===== src/rtl/pulse_train_ctrl.sv =====
// pulse_train_ctrl: launches a counted, timed pulse train on a rising edge of start.
// Ports: clk, rst (sync, active-low); start (edge-launched), abort (level);
//   period/width/num_pulses (config, latched on the start edge);
//   pulse_out, busy, done (strobe), err (strobe), pulse_idx (current pulse, 0-based).
// Optional: define PTC_CONTINUOUS_EN to make num_pulses==0 an endless train.
module pulse_train_ctrl #(
  parameter int CNT_W = 16,
  parameter int NUM_W = 8
) (
  input  logic             clk,
  input  logic             rst,
  input  logic             start,
  input  logic             abort,
  input  logic [CNT_W-1:0] period,
  input  logic [CNT_W-1:0] width,
  input  logic [NUM_W-1:0] num_pulses,
  output logic             pulse_out,
  output logic             busy,
  output logic             done,
  output logic             err,
  output logic [NUM_W-1:0] pulse_idx
);
  typedef enum logic [1:0] {IDLE, HIGH, LOW, DONE} state_t;
  state_t state_q, state_d;
  logic [CNT_W-1:0] cnt_q, cnt_d, per_q, per_d, wid_q, wid_d;
  logic [NUM_W-1:0] num_q, num_d, idx_q, idx_d;
  logic start_q, err_q, err_d, pulse_q, busy_q, done_q;
  logic start_edge, bad_cfg, last;
  always_comb begin
    start_edge = start & ~start_q;
`ifdef PTC_CONTINUOUS_EN
    bad_cfg = (period == '0) | (width == '0) | (width >= period);
    last    = (num_q != '0) & (idx_q == num_q - NUM_W'(1));
`else
    bad_cfg = (period == '0) | (width == '0) | (width >= period) | (num_pulses == '0);
    last    = idx_q == num_q - NUM_W'(1);
`endif
    state_d = state_q;
    cnt_d   = cnt_q;
    idx_d   = idx_q;
    per_d   = per_q;
    wid_d   = wid_q;
    num_d   = num_q;
    err_d   = 1'b0;
    case (state_q)
      IDLE: if (start_edge) begin
        err_d = bad_cfg;
        if (!bad_cfg) begin
          state_d = HIGH;
          cnt_d   = '0;
          idx_d   = '0;
          per_d   = period;
          wid_d   = width;
          num_d   = num_pulses;
        end
      end
      // cnt runs across the whole period; HIGH ends at width-1, LOW at period-1
      HIGH: begin
        cnt_d   = cnt_q + CNT_W'(1);
        state_d = abort ? IDLE : (cnt_q == wid_q - CNT_W'(1)) ? LOW : HIGH;
      end
      LOW: begin
        cnt_d = (cnt_q == per_q - CNT_W'(1)) ? '0 : cnt_q + CNT_W'(1);
        if (abort) state_d = IDLE;
        else if (cnt_q == per_q - CNT_W'(1)) begin
          state_d = last ? DONE : HIGH;
          idx_d   = last ? idx_q : idx_q + NUM_W'(1);
        end
      end
      default: state_d = IDLE;
    endcase
  end
  always_ff @(posedge clk) begin
    if (!rst) begin
      state_q <= IDLE;
      cnt_q   <= '0;
      idx_q   <= '0;
      per_q   <= '0;
      wid_q   <= '0;
      num_q   <= '0;
      start_q <= 1'b0;
      err_q   <= 1'b0;
      pulse_q <= 1'b0;
      busy_q  <= 1'b0;
      done_q  <= 1'b0;
    end else begin
      state_q <= state_d;
      cnt_q   <= cnt_d;
      idx_q   <= idx_d;
      per_q   <= per_d;
      wid_q   <= wid_d;
      num_q   <= num_d;
      start_q <= start;
      err_q   <= err_d;
      pulse_q <= state_d == HIGH;
      busy_q  <= (state_d == HIGH) | (state_d == LOW);
      done_q  <= state_d == DONE;
    end
  end
  assign pulse_out = pulse_q;
  assign busy      = busy_q;
  assign done      = done_q;
  assign err       = err_q;
  assign pulse_idx = idx_q;
endmodule


===== config.mk =====
export PLATFORM = sky130hd
export DESIGN_NAME = pulse_train_ctrl
export DESIGN_NICKNAME = d
export VERILOG_FILES = /design/src/rtl/pulse_train_ctrl.sv
export SDC_FILE = /design/constraint.sdc
export NUM_CORES = 1
export LEC_CHECK = 0
export CORE_ASPECT_RATIO = 0.7
export CORE_UTILIZATION = 30
export CTS_BUF_LIST = sky130_fd_sc_hd__clkbuf_4 sky130_fd_sc_hd__clkbuf_8
export DETAILED_ROUTE_END_ITERATION = 12
export PLACE_DENSITY_LB_ADDON = 0.2
export RECOVER_POWER = 25
export SYNTH_ARGS = -nofsm -noshare
export SYNTH_HDL_FRONTEND = slang
export SYNTH_SLANG_ARGS = --single-unit

===== constraint.sdc =====
create_clock -name clk -period 4.6 [get_ports clk]
set_input_delay 1.38 -clock clk [delete_from_list [all_inputs] [get_ports clk]]
set_output_delay 1.38 -clock clk [all_outputs]
set_load 0.03 [all_outputs]

==> metrics.md <==
| Metric | Value |
|---|---|
| Cell with the biggest individual delay on the critical path | `or4b_1` |
| Highest ir drop seen on vdd | `between 0.00015 and 0.0002 V` |
| RSZ-0062 raised after global routing | `no` |
| Clk root buf | `clkbuf_8` |
| CTS H-Tree Depth | `3` |
| Area of the mapped netlist | `4930 µm²` |
| Total length of routed met2 wires | `between 6000 and 7000 µm` |
| Area share of the largest cell type after synthesis | `approximately 29%` |
| Routed wire length per instance | `16.9 µm` |
| Mean number of vias per cell | `roughly 5.3` |
| Final setup fails | `0` |
| Final max-slew violation count | `0` |
| Maximum clock skew at final layout | `7.85 ps` |
| Design Area, Final | `a little under 6000 µm²` |
| WP buf/inv | `2` |
| Insertion delay of the later-clocked pin in the worst-skew pair | `~360 ps` |
| Initial Util | `31.2%` |
| Final clock period utilization by the worst path | `a little over 90%` |
| Largest fanout on the critical path | `10` |
| Io pins | `56` |
| Per-instance average area after synthesis | `about 8.3 µm²` |
| Share of synthesized registers carrying an async set or reset | `0%` |
| Post_cts resized | `0` |
| Post-detailed-route count of antenna-violating nets | `0` |
| Slew headroom | `23.7%` |
| Pin count of the biggest net entering global routing | `between 40 and 50` |
| Number of max-cap violations | `0` |
| Final worst path period need | `4300 ps` |
| Core box area | `between 15000 and 20000 µm²` |
| Type of the tightest min-delay check | `reg2reg` |
| CTS tree | `built` |
| Transition at the pin with the smallest max-transition slack | `between 1000 and 1500 ps` |
| Cell types with the largest area share after synthesis | `dfxtp_1, mux2i_1, ha_1` |
| Crit path required time | `between 4000 and 5000 ps` |
| Met3 Routed Length | `about 670 µm` |
| Global-route wire length before repair | `around 24000 µm` |
| Synthesized instance count | `around 600` |
| Cell accounting for the most synthesized area | `dfxtp_1` |
| Chip Height | `around 110 µm` |
| Share of the yosys chip area belonging to registers | `approximately 29%` |
| Yosys cell types | `68` |
| Number of port buffers | `55` |
| Setup_tns | `0 ps` |
| GR Util All Layers | `a little under a fifth` |
| Final Hold Violating Endpoints | `0` |
| CP startpoint kind | `primary input` |
| Number of global-route vias before repair | `about 4600` |
| Initial antenna violation count | `0` |
| Top_reg_cell synth | `dfxtp_1` |
| # Post-CTS Setup Buffers | `0` |
| Total via count in the routed design | `4591` |
| Leakage | `between 2 and 2.5 nW` |
| Maximum buffer depth of the clock tree | `2` |
| Arr. time, crit path | `roughly 4600 ps` |
| Area after detailed placement | `around 5700 µm²` |
| Critical Path End Type | `flop` |
| Uppermost layer routed | `met4` |
| Utilization after layout | `37.3%` |
| Delay of the slowest cell on the worst path | `a little over 700 ps` |
| CTS hold repair buffers | `0` |
| Most frequent cells after synthesis | `dfxtp_1, nor2_1, mux2i_1` |
| Type of the setup path with the least slack | `in2reg` |
| Syn Nets | `around 670` |
| Number of iterations in the first detailed-routing pass | `5` |
| Post-layout nets | `712` |
| Result of the run | `finished clean` |
| Area growth from synthesis to layout | `19.6%` |
| CTS Sinks | `71` |
| Clock buffer count from CTS | `9` |
| Die Footprint | `around 17000 µm²` |
| Final HPWL DP | `~11000 µm` |
| Power density over cell area | `approximately 280 nW/µm²` |
| First DRT Iteration DRCs | `approximately 230` |
| DRC viols | `0` |
| Critical path's top delay family | `compound AO/OA/AOI/OAI gates` |
| Dominant cell by count in the synthesized netlist | `dfxtp_1` |
| Yosys warning count | `0` |
| Total global routing overflow | `0` |
| Antenna diodes | `0` |
| Highest clock frequency the design can meet | `233 MHz` |
| DRT Wirelength | `roughly 15000 µm` |
| Post-route met1 wirelength | `between 7000 and 8000 µm` |
| Layout cells sized above 1 | `7.13%` |
| Weighted congestion reported at the end of routability-driven placement | `around 0.86` |
| Cell-by-cell trace of the critical path | `clkdlybuf4s50_1 -> inv_1 -> ha_1 -> a21o_1 -> a21oi_1 -> o2111ai_1 -> or2_2 -> o21a_1 -> or4b_1 -> a2111o_1 -> nand2_1` |
| Number of cell rows | `38` |
| Number of enable-type register cells in the synthesized netlist | `0` |
| Synth Register Bits | `71` |
| Clock transition at the register clock pins on the worst setup and hold paths after CTS | `about 80 ps` |
| Width of the die | `~160 µm` |
==> layer usage <==
metal	vias to the layer above	track usage [%]
li1	2254	-
met1	2219	25.9
met2	105	28.3
met3	13	3.14
met4	0	4.60
met5	-	0
==> stage by stage <==
stage | power (mW) | hold slack [ps] | setup WS, ps | cells
finish | 1.63 | 514 | 304 | 865
global route | 1.72 | 544 | 105 | 865
CTS | 1.65 | 511 | 306 | 865
detailed placement | 1.17 | 499 | -66.2 | 849
global placement | 1.16 | 488 | 69.6 | 849
floorplan | 1.02 | 469 | 797 | 594
==> kinds of logic (layout without fill, tap and decap cells) <==
| group | Yosys count | in the layout | synth area share (%) |
|---|---|---|---|
| xor gates and xnor gates | 57 | 57 | 10.1 |
| AOI/OAI and AO/OA | 101 | 101 | 14.3 |
| adders and majority gates | 28 | 28 | 7.11 |
| muxes | 39 | 39 | 7.95 |
| buffers and inverters | 64 | 115 | 5.31 |
| and+or+nand+nor | 234 | 234 | 26.3 |
| DFF | 71 | 71 | 28.9 |
==> power by group <==
group          total, mW  internal (mW)  switching, mW
combinational      0.476          0.220          0.257
sequential         0.687          0.642         0.0448
clock              0.468          0.213          0.255
==> state kept, by name, indices dropped and copies added, names as in the netlist <==
register,cells
busy,1
cnt_q,16
done,1
err,1
num_q,8
per_q,16
pulse_idx,8
pulse_out,1
start_q,1
state_q,2
wid_q,16
==> cells in the final DEF (no fill, tap or decap), drive strengths merged, types with 4 or more instances in the layout <==
cell type / n
a21oi: 29
clkdlybuf4s50: 41
and2: 6
nand3: 14
and3: 6
nor3: 19
nor4b: 4
dfxtp: 71
o21ai: 12
a22oi: 5
xor2: 21
o2111ai: 10
nor3b: 11
ha: 28
xnor2: 36
or3: 8
o22ai: 4
a2111o: 5
a31oi: 5
mux2i: 38
a211oi: 4
clkinv: 5
o211ai: 4
dlygate4sd3: 14
clkbuf: 11
nor2: 66
nand2b: 7
nor2b: 6
nand2: 32
nand4: 16
nor4: 21
buf: 10
inv: 34
==> path summary, 6_finish.rpt <==
kind	from	endpoint	slack [ps]	cells after the start
worst min-delay path	start_q	err	510	2
worst min register to register	start_q	err	510	2
worst max register to register	per_q[5]	pulse_idx[7]	1280	8
worst max-delay path	period[13]	pulse_idx[7]	300	11
==> worst min-delay path, delay by kind of cell, from the launching register on <==
kind             cells  cell delay [ps]
AND/OR/NAND/NOR      2              160
flip-flops           1              310
==> cell type report <==
type / instances / area (µm²)
clock inverters: 6 / 45.0
fillers: 1645 / 9890
repair buffers: 66 / 642
well taps: 220 / 275
inverters: 33 / 124
flip-flops and latches: 71 / 1420
multi-input cells: 459 / 3250
clock buffers: 10 / 138
Note: power is estimated with default switching activity, not from simulation.
